--- src/rtl/key_debounce.sv ---
// Input conditioner for board switches and keys: two-flop synchroniser, tick-based
// debounce per bit, edge pulses, sticky change flags and a maskable change interrupt.
module key_debounce #(
  parameter int unsigned  N        = 8,
  parameter int unsigned  PRESCALE = 1000,
  parameter int unsigned  DB_TICKS = 20,
  parameter int unsigned  CNT_W    = 8,
  parameter logic [N-1:0] INIT     = {N{1'b1}}
) (
  input  logic         clk_in,
  input  logic         rst,
  input  logic [N-1:0] raw,
  output logic [N-1:0] clean,
  output logic [N-1:0] rise,
  output logic [N-1:0] fall,
  output logic [N-1:0] changed,
  input  logic [N-1:0] clr,
  input  logic [N-1:0] irq_mask,
  output logic         irq
);

  localparam int unsigned      PW     = (PRESCALE > 1) ? $clog2(PRESCALE) : 1;
  localparam logic [PW-1:0]    PreMax = PW'(PRESCALE - 1);
  localparam logic [CNT_W-1:0] CntMax = CNT_W'(DB_TICKS - 1);

  logic [N-1:0]            sync1, sync2;
  logic [PW-1:0]           presc_q, presc_d;
  logic                    tick;
  logic [N-1:0][CNT_W-1:0] cnt_q, cnt_d;
  logic [N-1:0]            commit, clean_d, changed_d;

  assign tick    = (presc_q == PreMax);
  assign presc_d = tick ? '0 : presc_q + PW'(1);

  // A bit whose synchronised level agrees with clean holds its counter at zero, so any
  // single-cycle agreement restarts the settle from scratch.
  always_comb begin
    cnt_d   = '0;
    commit  = '0;
    clean_d = clean;
    for (int i = 0; i < N; i++) begin
      if (sync2[i] != clean[i]) begin
        cnt_d[i] = cnt_q[i];
        if (tick) begin
          if (cnt_q[i] == CntMax) begin
            commit[i]  = 1'b1;
            clean_d[i] = sync2[i];
            cnt_d[i]   = '0;
          end else begin
            cnt_d[i] = cnt_q[i] + CNT_W'(1);
          end
        end
      end
    end
    // Set wins over a coincident clear.
    changed_d = (changed & ~clr) | commit;
  end

  always_ff @(posedge clk_in) begin
    if (rst) begin
      sync1   <= INIT;
      sync2   <= INIT;
      presc_q <= '0;
      cnt_q   <= '0;
      clean   <= INIT;
      rise    <= '0;
      fall    <= '0;
      changed <= '0;
      irq     <= 1'b0;
    end else begin
      sync1   <= raw;
      sync2   <= sync1;
      presc_q <= presc_d;
      cnt_q   <= cnt_d;
      clean   <= clean_d;
      rise    <= commit & sync2;
      fall    <= commit & ~sync2;
      changed <= changed_d;
      irq     <= |(changed_d & irq_mask);
    end
  end

endmodule

--- config.mk ---
export PLATFORM = sky130hd
export DESIGN_NAME = key_debounce
export DESIGN_NICKNAME = d
export VERILOG_FILES = /design/src/rtl/key_debounce.sv
export SDC_FILE = /design/constraint.sdc
export NUM_CORES = 1
export LEC_CHECK = 0
export ABC_AREA = 1
export ABC_CLOCK_PERIOD_IN_PS = 1620
export BUFFER_PORTS_ARGS = -buffer_cell sky130_fd_sc_hd__buf_2
export CAP_MARGIN = 15
export CORE_ASPECT_RATIO = 1.2
export CORE_MARGIN = 5
export CORE_UTILIZATION = 41
export CTS_BUF_LIST = sky130_fd_sc_hd__clkbuf_2 sky130_fd_sc_hd__clkbuf_4 sky130_fd_sc_hd__clkbuf_8
export DETAILED_ROUTE_END_ITERATION = 10
export HOLD_SLACK_MARGIN = 0.02
export PLACE_DENSITY = 0.61
export SLEW_MARGIN = 20
export SYNTH_ARGS = -nofsm -noshare
export SYNTH_HDL_FRONTEND = slang
export SYNTH_SLANG_ARGS = --single-unit
--- constraint.sdc ---
create_clock -name clk_in -period 1.62 [get_ports clk_in]
set_input_delay 0.324 -clock clk_in [delete_from_list [all_inputs] [get_ports clk_in]]
set_output_delay 0.324 -clock clk_in [all_outputs]
set_load 0.01 [all_outputs]
Word-level counts from Yosys, hierarchy flattened:

Cells that the tools add are included.

* register bits after elaboration: 123
* latch bits: 0
* RAM bits: 0
* ROM bits: 0
* input bits: 26
* memories kept: 0

* add/subtract/negate cells: 9
* multiply operators: 0
* divide/modulo/power cells: 0
* order comparisons: 0
* eq/ne operators: 17
* shifts and indexed selects: 0
* multiplexer cells: 32
* bitwise gates (word level): 15
* reduce and logical (&&, ||, !) cells: 18

Operators with widths (number)
* $add A8 B1 Y8 const B: 8
* $eq A8 B5 Y1 const B: 8
* $mux W8: 8
* $and A8 B8 Y8: 4
* $mux W1: 24
* $reduce_and A3 Y1: 8
* $reduce_or A2 Y1: 9
* $not A8 Y8: 2
* $add A10 B1 Y10 const B: 1
* $eq A10 B10 Y1 const B: 1
* $ne A1 B1 Y1: 8
* $not A1 Y1: 8
* $or A8 B8 Y8: 1
* $reduce_or A8 Y1: 1

Depth between registers and ports, before layout:

* depth in word-level cells: 7
* depth in mapped cells: 12
* mapped depth without buffers: 11

Worst setup path after synthesis:

No wires, ideal clock.

* path type: register to register
* start: register presc_q[0]
* end: register cnt_q[15] (netlist bit)
* data arrival time: 1.519 ns
* slack: -0.015 ns
* stages on the path, launching flop included: 11
* clock period less this slack: 1.635 ns
* path through: dfxtp_1 ha_1 nand2_1 inv_2 nand3_2 nor2_4 nand3_1 nor3_1 nand2_1 o21ai_0 nor2_1

* cells in the longest elaborated chain, start to end: 1

RTL lines
* from (decl): line 27 `logic [PW-1:0] presc_q, presc_d;`
* from (signal assigned): line 73 `presc_q <= presc_d;`
* $eq A10 B10 Y1: line 32 `assign tick = (presc_q == PreMax);`
* to (signal assigned): line 74 `cnt_q <= cnt_d;`
* to (decl): line 29 `logic [N-1:0][CNT_W-1:0] cnt_q, cnt_d;`

Every way passes these cells.
A chain may end at the register's enable or synchronous reset.

Final worst setup path:

* start: register presc_q[0]
* end: register cnt_q[1] (netlist bit)

The elaborated chain is that of the path after synthesis.

==> results.toml <==
[sta]
relSlewSlack_pct = 71.1
fin_ws_ps = -167
fin_crit_sh_pct = 110
hold_violations = 0
slew_viol_final = 0
rsz0062_at_grt = "yes"
tightest_slew_ps = 431
setup-tns-final_ps = -5700
fin_worst_skew_ps = 7.04
clock.fmax_mhz = 560
fin_crit_ps = 1790
setup_viol = 66

[cts]
path_clk_slew_ps = 70
cts.sinks = 123
clock_path_buffers = 2
cts_made_buffers = 17
insertion_delay_ps = 440
cts_tree = "yes"
cts_hold_buffers = 0
cts-root-buf = "clkbuf_8"
cts_max_level = 4

[setup_path]
critPathLaunchType = "register"
slowest_stage = "dfxtp_2"
path_cells = "ha_4 -> nand2_4 -> inv_2 -> nand3_2 -> nor2_4 -> buf_4 -> buf_12 -> buf_6 -> buf_16 -> buf_6 -> mux2i_1 -> nor2_1"
crit_buf_inv = 6
critical_path_class = "register to register"
cpPeakStageDelay_ps = 360
cp_max_fo = 4
worstPathArrival_ps = 2120
cp_common_cell = "buf_6"
critPathTopFamily = "buffers and inverters"
cp.required_ps = 1950
cp-end-kind = "register"

[min_path]
hp-class = "input pin to register"

[floorplanning]
chipWidth_um = 113
start_util_pct = 41.7
rows = 45
core_um2 = 12600
io_pins = 59
die_y_um = 134
die_area_um2 = 15200

[outcome]
status = "finished with violations"
violations = "setup timing"

[job]
cap_violations = 0

[detailed_routing]
routed_wl_mm = 13.7
ant_nets = 0
drtPass1Iterations = 4
routed_via_density = 4.96
vias = 5033
drt_iter0_drc = 209
wire_per_inst_um = 13.5
detail_route.drc_violations = 0

[final_layout]
nets = 874
syn2layout_area_growth_pct = 44.6
fin_area_um2 = 7610
drive_gt1_share_pct = 37.1
fin_util_pct = 60.4
layout.cells.most_common_list = "120 x dfxtp_1, 107 x nand2_1, 80 x inv_1, 75 x nor2_1, 58 x buf_2"
final_common_cell = "dfxtp_1"
n_antenna_cell = 0

[placed_design]
io_buffers = 58
dp_hpwl_mm = 9.06
finalWeightedCongestion = 0.855
post_dp_cell_area_um2 = 6140
post-place-ws_ps = -173

[global_route]
grt_pass1_vias = 4750
antenna_found_initial = 0
grt_pass1_wl_mm = 21.7
grtUsageMet3_pct = 4.60
grt_busiest_layer = "met2"
use_met1_pct = 21.2
grt_overflow_total = 0
grt_max_degree = 21
grt_util_met2_pct = 29.9
grt_use_total_pct = 17.7

[synthesis]
synth.net_count = 731
ys_types = 36
synth_area_per_cell_um2 = 7.56
synth_cells = 696
yosysWarnings = 0
ys_seq_elements = 123
syn_area_um2 = 5270
yosysSeqAreaShare_pct = 46.8

[power]
powerDensity_nw_per_um2 = 822
peakVddDrop_mv = 0.467
leakagePower_nw = 3.36
## sequential cells by signal, summed over array words and instances (netlist names)
register / flops
cnt_q: 64
sync2: 8
irq: 1
rise: 8
changed: 8
clean: 8
fall: 8
presc_q: 10
sync1: 8
## stage by stage
step / std cells / hold WS [ps] / total power [W]
after floorplan: 696 / 389 / 0.00320
after global placement: 958 / 393 / 0.00329
after detailed placement: 958 / 395 / 0.00329
after CTS: 1005 / 37.4 / 0.00630
after global routing: 1015 / 35.4 / 0.00649
final: 1015 / 65.0 / 0.00626
## where the power goes
part           internal (W)  leakage (nW)  switching, W  total, W
logic             0.0000920          2.13      0.000102  0.000194
clock network       0.00183         0.230       0.00116   0.00300
registers           0.00305         0.996     0.0000169   0.00307
## timing repair
| action | in CTS | in global routing |
|---|---|---|
| setup endpoints to repair | 66 | 102 |
| gates resized for setup | 66 | 145 |
| pin swaps | 8 | 27 |
| cloned | 2 | 1 |
| buffers inserted | 14 | 9 |
## per-layer routing
layer	up-vias	wire length, um
met5	-	0
met4	0	327
met3	27	649
met2	119	7020
met1	2341	5740
li1	2546	-
## cells by family (layout without fill, tap and decap cells)
| kind of cell | count (synthesis) | in the layout | synth area share (%) |
|---|---|---|---|
| fa+ha+maj | 9 | 9 | 2.14 |
| xor+xnor | 6 | 6 | 0.998 |
| simple gates | 367 | 367 | 33.1 |
| buf+inv | 110 | 265 | 8.44 |
| mux | 5 | 5 | 0.951 |
| flops | 123 | 123 | 46.8 |
| compound gates | 76 | 76 | 7.63 |
## Yosys cell counts (all sizes together)
master  instances  area, um2
clkbuf          7       26.3
xor2            5       43.8
nand2         122        458
o21bai          1       7.51
nand4          14        100
ha              9        113
xnor2           1       8.76
clkinv          1       3.75
nor2           95        367
a31oi           3       18.8
or2            21        131
nand3          63        343
a211oi          6       45.0
inv            96        360
o21ai          19       95.1
nor4            3       18.8
dfxtp         123       2460
nor3b           6       50.1
buf             6       53.8
nand3b          2       15.0
a21oi          47        235
nor3           39        246
and3            2       12.5
mux2i           5       50.1
## worst register-to-register path: stages, from the launching register on
cell	delay (ps)
dfxtp_2	360
ha_4	160
nand2_4	50
inv_2	60
nand3_2	90
nor2_4	190
buf_4	160
buf_12	100
buf_6	100
buf_16	100
buf_6	90
mux2i_1	170
nor2_1	60
## final timing paths
| path | slack, ps | to | startpoint | cells after the start |
|---|---|---|---|---|
| setup reg to reg | -170 | cnt_q[1]$_SDFFE_PP0N_ | presc_q[0]$_SDFF_PP0_ | 12 |
| hold reg to reg | 400 | sync2[0]$_SDFF_PP1_ | sync1[0]$_SDFF_PP1_ | 1 |
| setup / recovery | -170 | cnt_q[1]$_SDFFE_PP0N_ | presc_q[0]$_SDFF_PP0_ | 12 |
| hold / removal | 70 | sync1[6]$_SDFF_PP1_ | raw[6] | 2 |
## area by class of cell
| class | instances | area [um2] |
|---|---|---|
| Clock buffer | 23 | 298 |
| Sequential cell | 123 | 2470 |
| Tap cell | 164 | 205 |
| Inverter | 97 | 392 |
| Timing Repair Buffer | 137 | 1120 |
| Fill cell | 1056 | 5000 |
| Clock inverter | 8 | 140 |
| Multi-Input combinational cell | 463 | 2990 |
Note: power is estimated with default switching activity, not from simulation.
